===== config.mk =====
export PLATFORM = sky130hd
export DESIGN_NAME = t03_pc_fetch
export DESIGN_NICKNAME = d
export VERILOG_FILES = /design/src/rtl/t03_pc_fetch.sv
export SDC_FILE = /design/constraint.sdc
export NUM_CORES = 1
export LEC_CHECK = 0
export ABC_AREA = 1
export CAP_MARGIN = 20
export CORE_MARGIN = 2
export CORE_UTILIZATION = 41
export DETAILED_ROUTE_END_ITERATION = 10
export PLACE_DENSITY = 0.79
export SYNTH_ARGS = -nofsm -noshare
export SYNTH_HDL_FRONTEND = slang
export SYNTH_SLANG_ARGS = --single-unit

===== constraint.sdc =====
create_clock -name clk -period 2.8 [get_ports clk]
set_clock_uncertainty 0.2 [all_clocks]
set_input_delay 0.42 -clock clk [delete_from_list [all_inputs] [get_ports clk]]
set_output_delay 0.42 -clock clk [all_outputs]
set_load 0.005 [all_outputs]

===== src/rtl/t03_pc_fetch.sv =====
// Program counter and instruction fetch unit: fetches one instruction at a time
// over a req/ack port, holds it until retired, and redirects on taken branches.
module t03_pc_fetch #(
    parameter logic [31:0] RESET_PC = 32'h0000_0000,
    parameter int          TIMEOUT  = 16
) (
    input  logic        clk,
    input  logic        rst,
    input  logic        enable,
    input  logic        branch_taken,
    input  logic [31:0] branch_target,
    input  logic        retire,
    input  logic        fetch_ack,
    input  logic [31:0] fetch_data,
    output logic        fetch_req,
    output logic [31:0] fetch_addr,
    output logic [31:0] pc,
    output logic [31:0] pc_plus4,
    output logic [31:0] instr,
    output logic        instr_valid,
    output logic        misaligned,
    output logic        bus_error
);

    localparam logic [1:0] S_IDLE  = 2'd0;
    localparam logic [1:0] S_FETCH = 2'd1;
    localparam logic [1:0] S_VALID = 2'd2;
    localparam logic [1:0] S_HALT  = 2'd3;

    localparam int              CNT_W    = $clog2(TIMEOUT);
    localparam logic [CNT_W-1:0] CNT_LAST = CNT_W'(TIMEOUT - 1);
    localparam logic [31:0]     PC_INIT  = {RESET_PC[31:2], 2'b00};

    logic [1:0]       state_q, state_d;
    logic [31:0]      pc_q, pc_d;
    logic [31:0]      instr_q, instr_d;
    logic [CNT_W-1:0] cnt_q, cnt_d;
    logic             misaligned_q, misaligned_d;
    logic             bus_error_q, bus_error_d;

    always_comb begin
        state_d      = state_q;
        pc_d         = pc_q;
        instr_d      = instr_q;
        cnt_d        = cnt_q;
        misaligned_d = 1'b0;
        bus_error_d  = bus_error_q;
        case (state_q)
            S_IDLE: begin
                if (enable) state_d = S_FETCH;
            end
            S_FETCH: begin
                // An ack on the final allowed cycle still wins over the timeout.
                if (fetch_ack) begin
                    instr_d = fetch_data;
                    cnt_d   = '0;
                    state_d = S_VALID;
                end else if (cnt_q == CNT_LAST) begin
                    bus_error_d = 1'b1;
                    cnt_d       = '0;
                    state_d     = S_HALT;
                end else begin
                    cnt_d = cnt_q + 1'b1;
                end
            end
            S_VALID: begin
                if (retire) begin
                    pc_d         = branch_taken ? {branch_target[31:2], 2'b00} : pc_q + 32'd4;
                    misaligned_d = branch_taken && (branch_target[1:0] != 2'b00);
                    state_d      = enable ? S_FETCH : S_IDLE;
                end
            end
            S_HALT: begin
                state_d = S_HALT;
            end
            default: state_d = S_IDLE;
        endcase
    end

    always_ff @(posedge clk or posedge rst) begin
        if (rst) begin
            state_q      <= S_IDLE;
            pc_q         <= PC_INIT;
            instr_q      <= '0;
            cnt_q        <= '0;
            misaligned_q <= 1'b0;
            bus_error_q  <= 1'b0;
        end else begin
            state_q      <= state_d;
            pc_q         <= pc_d;
            instr_q      <= instr_d;
            cnt_q        <= cnt_d;
            misaligned_q <= misaligned_d;
            bus_error_q  <= bus_error_d;
        end
    end

    assign fetch_req   = (state_q == S_FETCH);
    assign fetch_addr  = pc_q;
    assign pc          = pc_q;
    assign pc_plus4    = pc_q + 32'd4;
    assign instr       = instr_q;
    assign instr_valid = (state_q == S_VALID);
    assign misaligned  = misaligned_q;
    assign bus_error   = bus_error_q;

endmodule


==> summary.md, run 1 <==
| Metric | Value |
|---|---|
| Status | finished clean |
| Least-Margin Pin Slew | 0.577 ns |
| Initial Utilization | 42.0% |
| Share of layout cells above drive strength 1 | 15.9% |
| Main area contributors after synthesis | dfrtp_1, nand2_1, mux2_2 |
| CP startpoint kind | flop |
| Max VDD drop | 544 uV |
| HP Class | primary input to asynchronous set/reset pin |
| Static leakage | 2.82 nW |
| First-pass GRT wire length | 19200 um |
| RR Startpoint | state_q[0]$_DFFE_PP0P_ |
| Die width | 104 um |
| Final period util | 97.0% |
| Slew Limit Fails | 0 |
| Hold_buf cts | 0 |
| I/O pin count | 202 |
| Top-area cell type share of the netlist area | 43.1% |
| Inserted Diodes | 0 |
| TritonCTS Sinks | 70 |
| Dpl hpwl | 8990 um |
| Total gr overflow | 0 |
| Critical-path maximum fanout | 4 |
| Gpl congestion | 0.876 |
| Vias after detailed routing | 3821 |
| Placeable Area | 0.00968 mm^2 |
| Finish-stage setup viols | 0 |
| Number of global-route vias before repair | 3851 |
| Via density per instance | 4.75 |
| Clk root buf | clkbuf_8 |
| Number of port buffers | 195 |
| WP data arrival | 2.10 ns |
| Non-filler cells, final | 805 |
| Unrepaired setup endpoints after global routing | yes |
| Synth-to-layout area growth | 53.3% |
| Syn_area_per_cell | 8.32 um^2 |
| Detailed Route WL | 11800 um |
| Layout Nets | 739 |
| Iter 0 DRT Violations | 109 |
| Synth warn | 0 |
| Endpoints failing hold | 0 |
| Placement Cell Area | 0.00592 mm^2 |
| Cell Area, Synth | 0.00407 mm^2 |
| Register area share after synthesis | 43.1% |
| Max Root-Sink Buffers | 2 |
| Yosys cell types | 32 |
| Largest net degree at the start of global routing | 71 |
| Post-synth top area cell | dfrtp_1 |
| Register bit total from synthesis | 70 |
| Final worst slack | 0.0843 ns |
| H-tree depth | 3 |
| Die height | 104 um |
| Cells after Synth | 489 |
| Antenna-violating nets left | 0 |
| Maxcap violations | 0 |
| Placed Cells | 780 |
| Placement Setup Slack | 0.228 ns |
| Critical Path Start | fetch_addr[3]$_DFFE_PP0P_ |
| FP Rows | 36 |
| Fillers | 806 |
| Setup TNS | 0 ns |
| Drt first pass iters | 4 |
| Crit path time final | 2.72 ns |
| Critical Path End Type | output pin |
| Die footprint | 0.0107 mm^2 |
| Final instance area | 0.00624 mm^2 |
| Total power | 6.26 mW |
| Initial antenna violation count | 0 |
| Clk Latency, worst-skew pair | 0.34 ns |
| GRT Total Usage | 21.9% |
| Worst Setup Path Type | flop to output pin |
| Drt wl/cell | 14.6 um |
| Pwr/cell area | 1000 mW/mm^2 |
| Clock Pin Slew Worst Setup and Hold Paths | 0.08 ns |
| Fmax | 0.368 GHz |
| Relative slew slack | 61.3% |
| Worst path required time | 2.18 ns |
| Drc violations | 0 |
| CTS buffer count | 9 |
| CTS tree | done |
[stage by stage]
step	utilization, %	hold WS, ns
2_1_floorplan	-	0.242
3_3_place_gp	61.1	0.259
3_5_place_dp	61.1	0.264
4_1_cts	63.1	0.289
5_1_grt	64.4	0.298
6_report	64.4	0.271
[final timing paths]
path                       cells past startpoint                          to  slack (ns)
max in group asynchronous                      3  fetch_addr[16]$_DFFE_PP0P_        1.77
hold / removal                                 3       instr[22]$_DFFE_PP0P_        0.27
setup reg to reg                               7  fetch_addr[23]$_DFFE_PP0P_        0.93
hold reg to reg                                2      state_q[1]$_DFFE_PP0P_        0.28
setup / recovery                               8                pc_plus4[28]        0.08
min in group clk                               2      state_q[1]$_DFFE_PP0P_        0.28
[layout make-up]
type / instances / area (um^2) / area share, %
clock buffers: 10 / 128 / 2.05
clock inverters: 6 / 46.3 / 0.742
inverters: 52 / 195 / 3.13
multi-input cells: 327 / 1850 / 29.7
flip-flops and latches: 70 / 1770 / 28.4
well taps: 133 / 166 / 2.67
repair buffers: 207 / 2080 / 33.3
[kinds of logic after synthesis]
logic type,count (synthesis),share of synthesized area [%]
other,1,0.0922
buffers and inverters,97,12.7
flip-flops,70,43.1
multiplexers,32,8.86
AO/OA/AOI/OAI,59,8.61
AND/OR/NAND/NOR,219,24.1
adder cells (fa/ha/maj),2,0.615
XOR/XNOR,9,1.94
[where the power goes]
part / internal (mW) / switching (mW) / leakage (nW) / total [mW]
clock network: 0.328 / 0.414 / 0.0833 / 0.742
registers: 1.50 / 0.493 / 0.817 / 1.99
logic: 2.13 / 1.39 / 1.92 / 3.52
[critical path, stage by stage (launching register included)]
cell	delay (ns)
dfrtp_1	0.40
ha_4	0.16
nand2_1	0.08
nor2_4	0.17
nand3_2	0.16
clkinv_1	0.10
nand3_1	0.07
nand2_1	0.10
clkdlybuf4s50_1	0.51
[what timing repair did]
item	in CTS	in global routing
endpoints found under the setup margin	12	22
buffers inserted	2	7
pin swaps	2	8
resized for setup	3	33
[registers in the layout (all words and copies together) (netlist names)]
signal      flops
fetch_addr     30
bus_error       1
misaligned      1
cnt_q           4
instr          32
state_q         2
[layout by cell type, fill, tap and decap left out, types with 12 or more instances in the layout]
cell               n
clkdlybuf4s50_1  185
nand2_1          134
dfrtp_1           53
inv_1             47
nor2_1            38
mux2_2            32
dfrtp_2           17
a22oi_1           14
a21oi_1           13
o21ai_0           12
[cells in the mapped netlist (all sizes together)]
master  instances
o21ai          22
nand2         142
nand3b          7
dfrtp          70
ha              2
inv            50
a22o            1
buf            44
a22oi          14
clkinv          2
nand3          12
nor2           56
o22ai           5
xor2            5
o211ai          1
a21oi          13
mux2           32
and2            2
clkbuf          1
xnor2           4
o21bai          3
conb            1
[per-layer routing]
layer  track usage [%]  part of all wire [%]  up-vias  wire length (um)
met5                 0                     0        -                 0
met4              6.47                   1.2        0               136
met3              7.80                   9.5       12              1120
met2              38.7                    51      145              6000
met1              24.9                    38     1793              4530
li1                  -                     -     1871                 -
(Power assumes the default switching activity.)
==> inputs of run 2 (changes only) <==
Settings changed: SLEW_MARGIN set to 20.
==> results of run 2 <==
Same layout as run 1: the final DEF is identical, and so are final timing and power.
==> inputs of run 3 (changes only) <==
Settings changed: CORE_ASPECT_RATIO set to 0.6.
==> run 3 against run 2 <==
  * Non-clock buffer count shrank 3
  * Via count grew 2.7%
  * Count of clock-buffer cells in the layout is the same
  * Critical path depth grew 1
  * Sequential power is essentially flat
  * Final area grew 1.7%
  * Largest cell class unchanged
  * Highest routed layer unchanged
==> summary.md, run 3 (synthesis gave the netlist of run 1 again) <==
| Metric | Value |
|---|---|
| CTS tree | done |
| Static leakage | 2.81 nW |
| Clk root buf | clkbuf_16 |
| Die footprint | 0.0108 mm^2 |
| Final period util | 97.7% |
| Pwr/cell area | 1050 mW/mm^2 |
| Crit path time final | 2.74 ns |
| Max Root-Sink Buffers | 2 |
| Worst Setup Path Type | flop to output pin |
| Inserted Diodes | 0 |
| Combinational power share | 52.6% |
| Layout Nets | 736 |
| Number of global-route vias before repair | 3860 |
| Maxcap violations | 0 |
| CP cell instances | ha_2 > nand2_1 > nor2_4 > nand3_2 > clkinv_1 > nand2_1 > nand2_1 > nand2_1 > clkdlybuf4s50_1 |
| Finish-stage setup viols | 0 |
| Drt wl/cell | 15.1 um |
| Placeable Area | 0.00974 mm^2 |
| Max VDD drop | 659 uV |
| Antenna-violating nets left | 0 |
| Endpoints failing hold | 0 |
| Clock Pin Slew Worst Setup and Hold Paths | 0.06 ns |
| Worst path most repeated cell | nand2_1 |
| Commonest non-fill, non-tap cell in the layout | clkdlybuf4s50_1 |
| Max reg flops | 32 |
| Vias after detailed routing | 3926 |
| Dpl hpwl | 9120 um |
| CP max stage cell | clkdlybuf4s50_1 |
| Relative slew slack | 51.4% |
| Share of layout cells above drive strength 1 | 16.6% |
| TritonCTS Sinks | 70 |
| Placed Cells | 783 |
| CP max stage delay | 0.51 ns |
| Initial antenna violation count | 0 |
| Hold_buf cts | 0 |
| Placement Cell Area | 0.00593 mm^2 |
| Iter 0 DRT Violations | 165 |
| Net Switching | 2.36 mW |
| First-pass GRT wire length | 18800 um |
| Number of port buffers | 195 |
| Clk Latency, worst-skew pair | 0.33 ns |
| Die width | 133 um |
| Total power | 6.69 mW |
| CTS buffer count | 9 |
| Gpl congestion | 0.850 |
| Commonest cells after routing, fill and taps aside | clkdlybuf4s50_1, nand2_1, inv_1, dfrtp_1, nor2_1 |
| Slew Limit Fails | 0 |
| Status | finished clean |
| Drt first pass iters | 5 |
| Synth-to-layout area growth | 55.9% |
| HP Class | primary input to asynchronous set/reset pin |
| Via density per instance | 4.88 |
| Internal power | 4.33 mW |
| Critical Path End Type | output pin |
| CP startpoint kind | flop |
| Drc violations | 0 |
| Unrepaired setup endpoints after global routing | yes |
| Least-Margin Pin Slew | 0.727 ns |
| Largest net degree at the start of global routing | 34 |
| Fillers | 798 |
| Die height | 81.2 um |
| GRT Total Usage | 22.4% |
| FP Rows | 28 |
| Critical-path maximum fanout | 4 |
| Non-filler cells, final | 804 |
| Final instance area | 0.00634 mm^2 |
| Flop pwr share | 30.2% |
| Fmax | 0.365 GHz |
| Clock power frac | 17.2% |
| H-tree depth | 3 |
| Detailed Route WL | 12200 um |
| Setup TNS | 0 ns |
| Sw Ratio | 35.3% |
| Worst path required time | 2.18 ns |
| Initial Utilization | 41.8% |
| Final hold slack | 0.254 ns |
| WP data arrival | 2.12 ns |
| Total gr overflow | 0 |
| I/O pin count | 202 |
run 3: cell count changes in the layout (fill, tap and decap cells not counted), moves of 3 or more:
cell,before,now
buf_4,11,8
dfrtp_1,53,47
clkdlybuf4s50_1,185,189
dfrtp_2,17,23
dlymetal6s2s_1,9,6
clkbuf_16,0,9
clkbuf_8,9,0
run 3: layer usage:
layer / GRT usage (%) / wire length [um]
met5: 0 / 0
met3: 10.2 / 1180
met1: 26.5 / 5070
met4: 6.56 / 182
met2: 37.2 / 5720
run 3: worst paths after layout:
check,from,to,slack [ns],depth (start not counted)
setup / recovery,fetch_addr[2]$_DFFE_PP0P_,pc_plus4[28],0.06,9
hold / removal,rst,state_q[1]$_DFFE_PP0P_,0.25,2
setup reg to reg,state_q[0]$_DFFE_PP0P_,fetch_addr[26]$_DFFE_PP0P_,0.91,7
hold reg to reg,bus_error$_DFFE_PP0P_,bus_error$_DFFE_PP0P_,0.29,1
max in group asynchronous,rst,instr[13]$_DFFE_PP0P_,1.42,3
min in group clk,bus_error$_DFFE_PP0P_,bus_error$_DFFE_PP0P_,0.29,1
run 3: worst max-delay path, delay by kind of cell (launching register included):
| family | cells | cell delay, ns |
|---|---|---|
| buffers and inverters | 2 | 0.65 |
| and+or+nand+nor | 6 | 0.51 |
| DFF | 1 | 0.40 |
| adders and majority gates | 1 | 0.21 |
run 3: power by group through the flow:
stage          sequential [mW]  combinational, mW  clock (mW)
2_1_floorplan             1.92               1.62           0
6_report                  2.02               3.52        1.15
4_1_cts                   1.98               3.53        1.17
5_1_grt                   2.10               3.81        1.22
3_3_place_gp              1.96               3.39           0
3_5_place_dp              2.00               3.46           0
run 3: area by class of cell:
| cell class | instances | area [um^2] | area share, % |
|---|---|---|---|
| Timing Repair Buffer | 204 | 2050 | 32.3 |
| Multi-Input combinational cell | 327 | 1850 | 29.2 |
| Sequential cell | 70 | 1780 | 28.1 |
| Inverter | 52 | 195 | 3.08 |
| Clock buffer | 10 | 229 | 3.61 |
| Clock inverter | 6 | 71.3 | 1.12 |
| Tap cell | 135 | 169 | 2.66 |
run 3: timing repair:
item | in CTS | in global routing
gates resized for setup | 5 | 34
pin swaps | 2 | 6
setup buffers | 2 | 3
endpoints found under the setup margin | 12 | 22
run 3: metrics by stage:
step / utilization (%) / worst slack [ns]
2_1_floorplan: - / 0.412
3_3_place_gp: 60.9 / 0.254
3_5_place_dp: 60.9 / 0.215
4_1_cts: 64.2 / 0.00919
5_1_grt: 65.1 / -0.0552
6_report: 65.1 / 0.0634
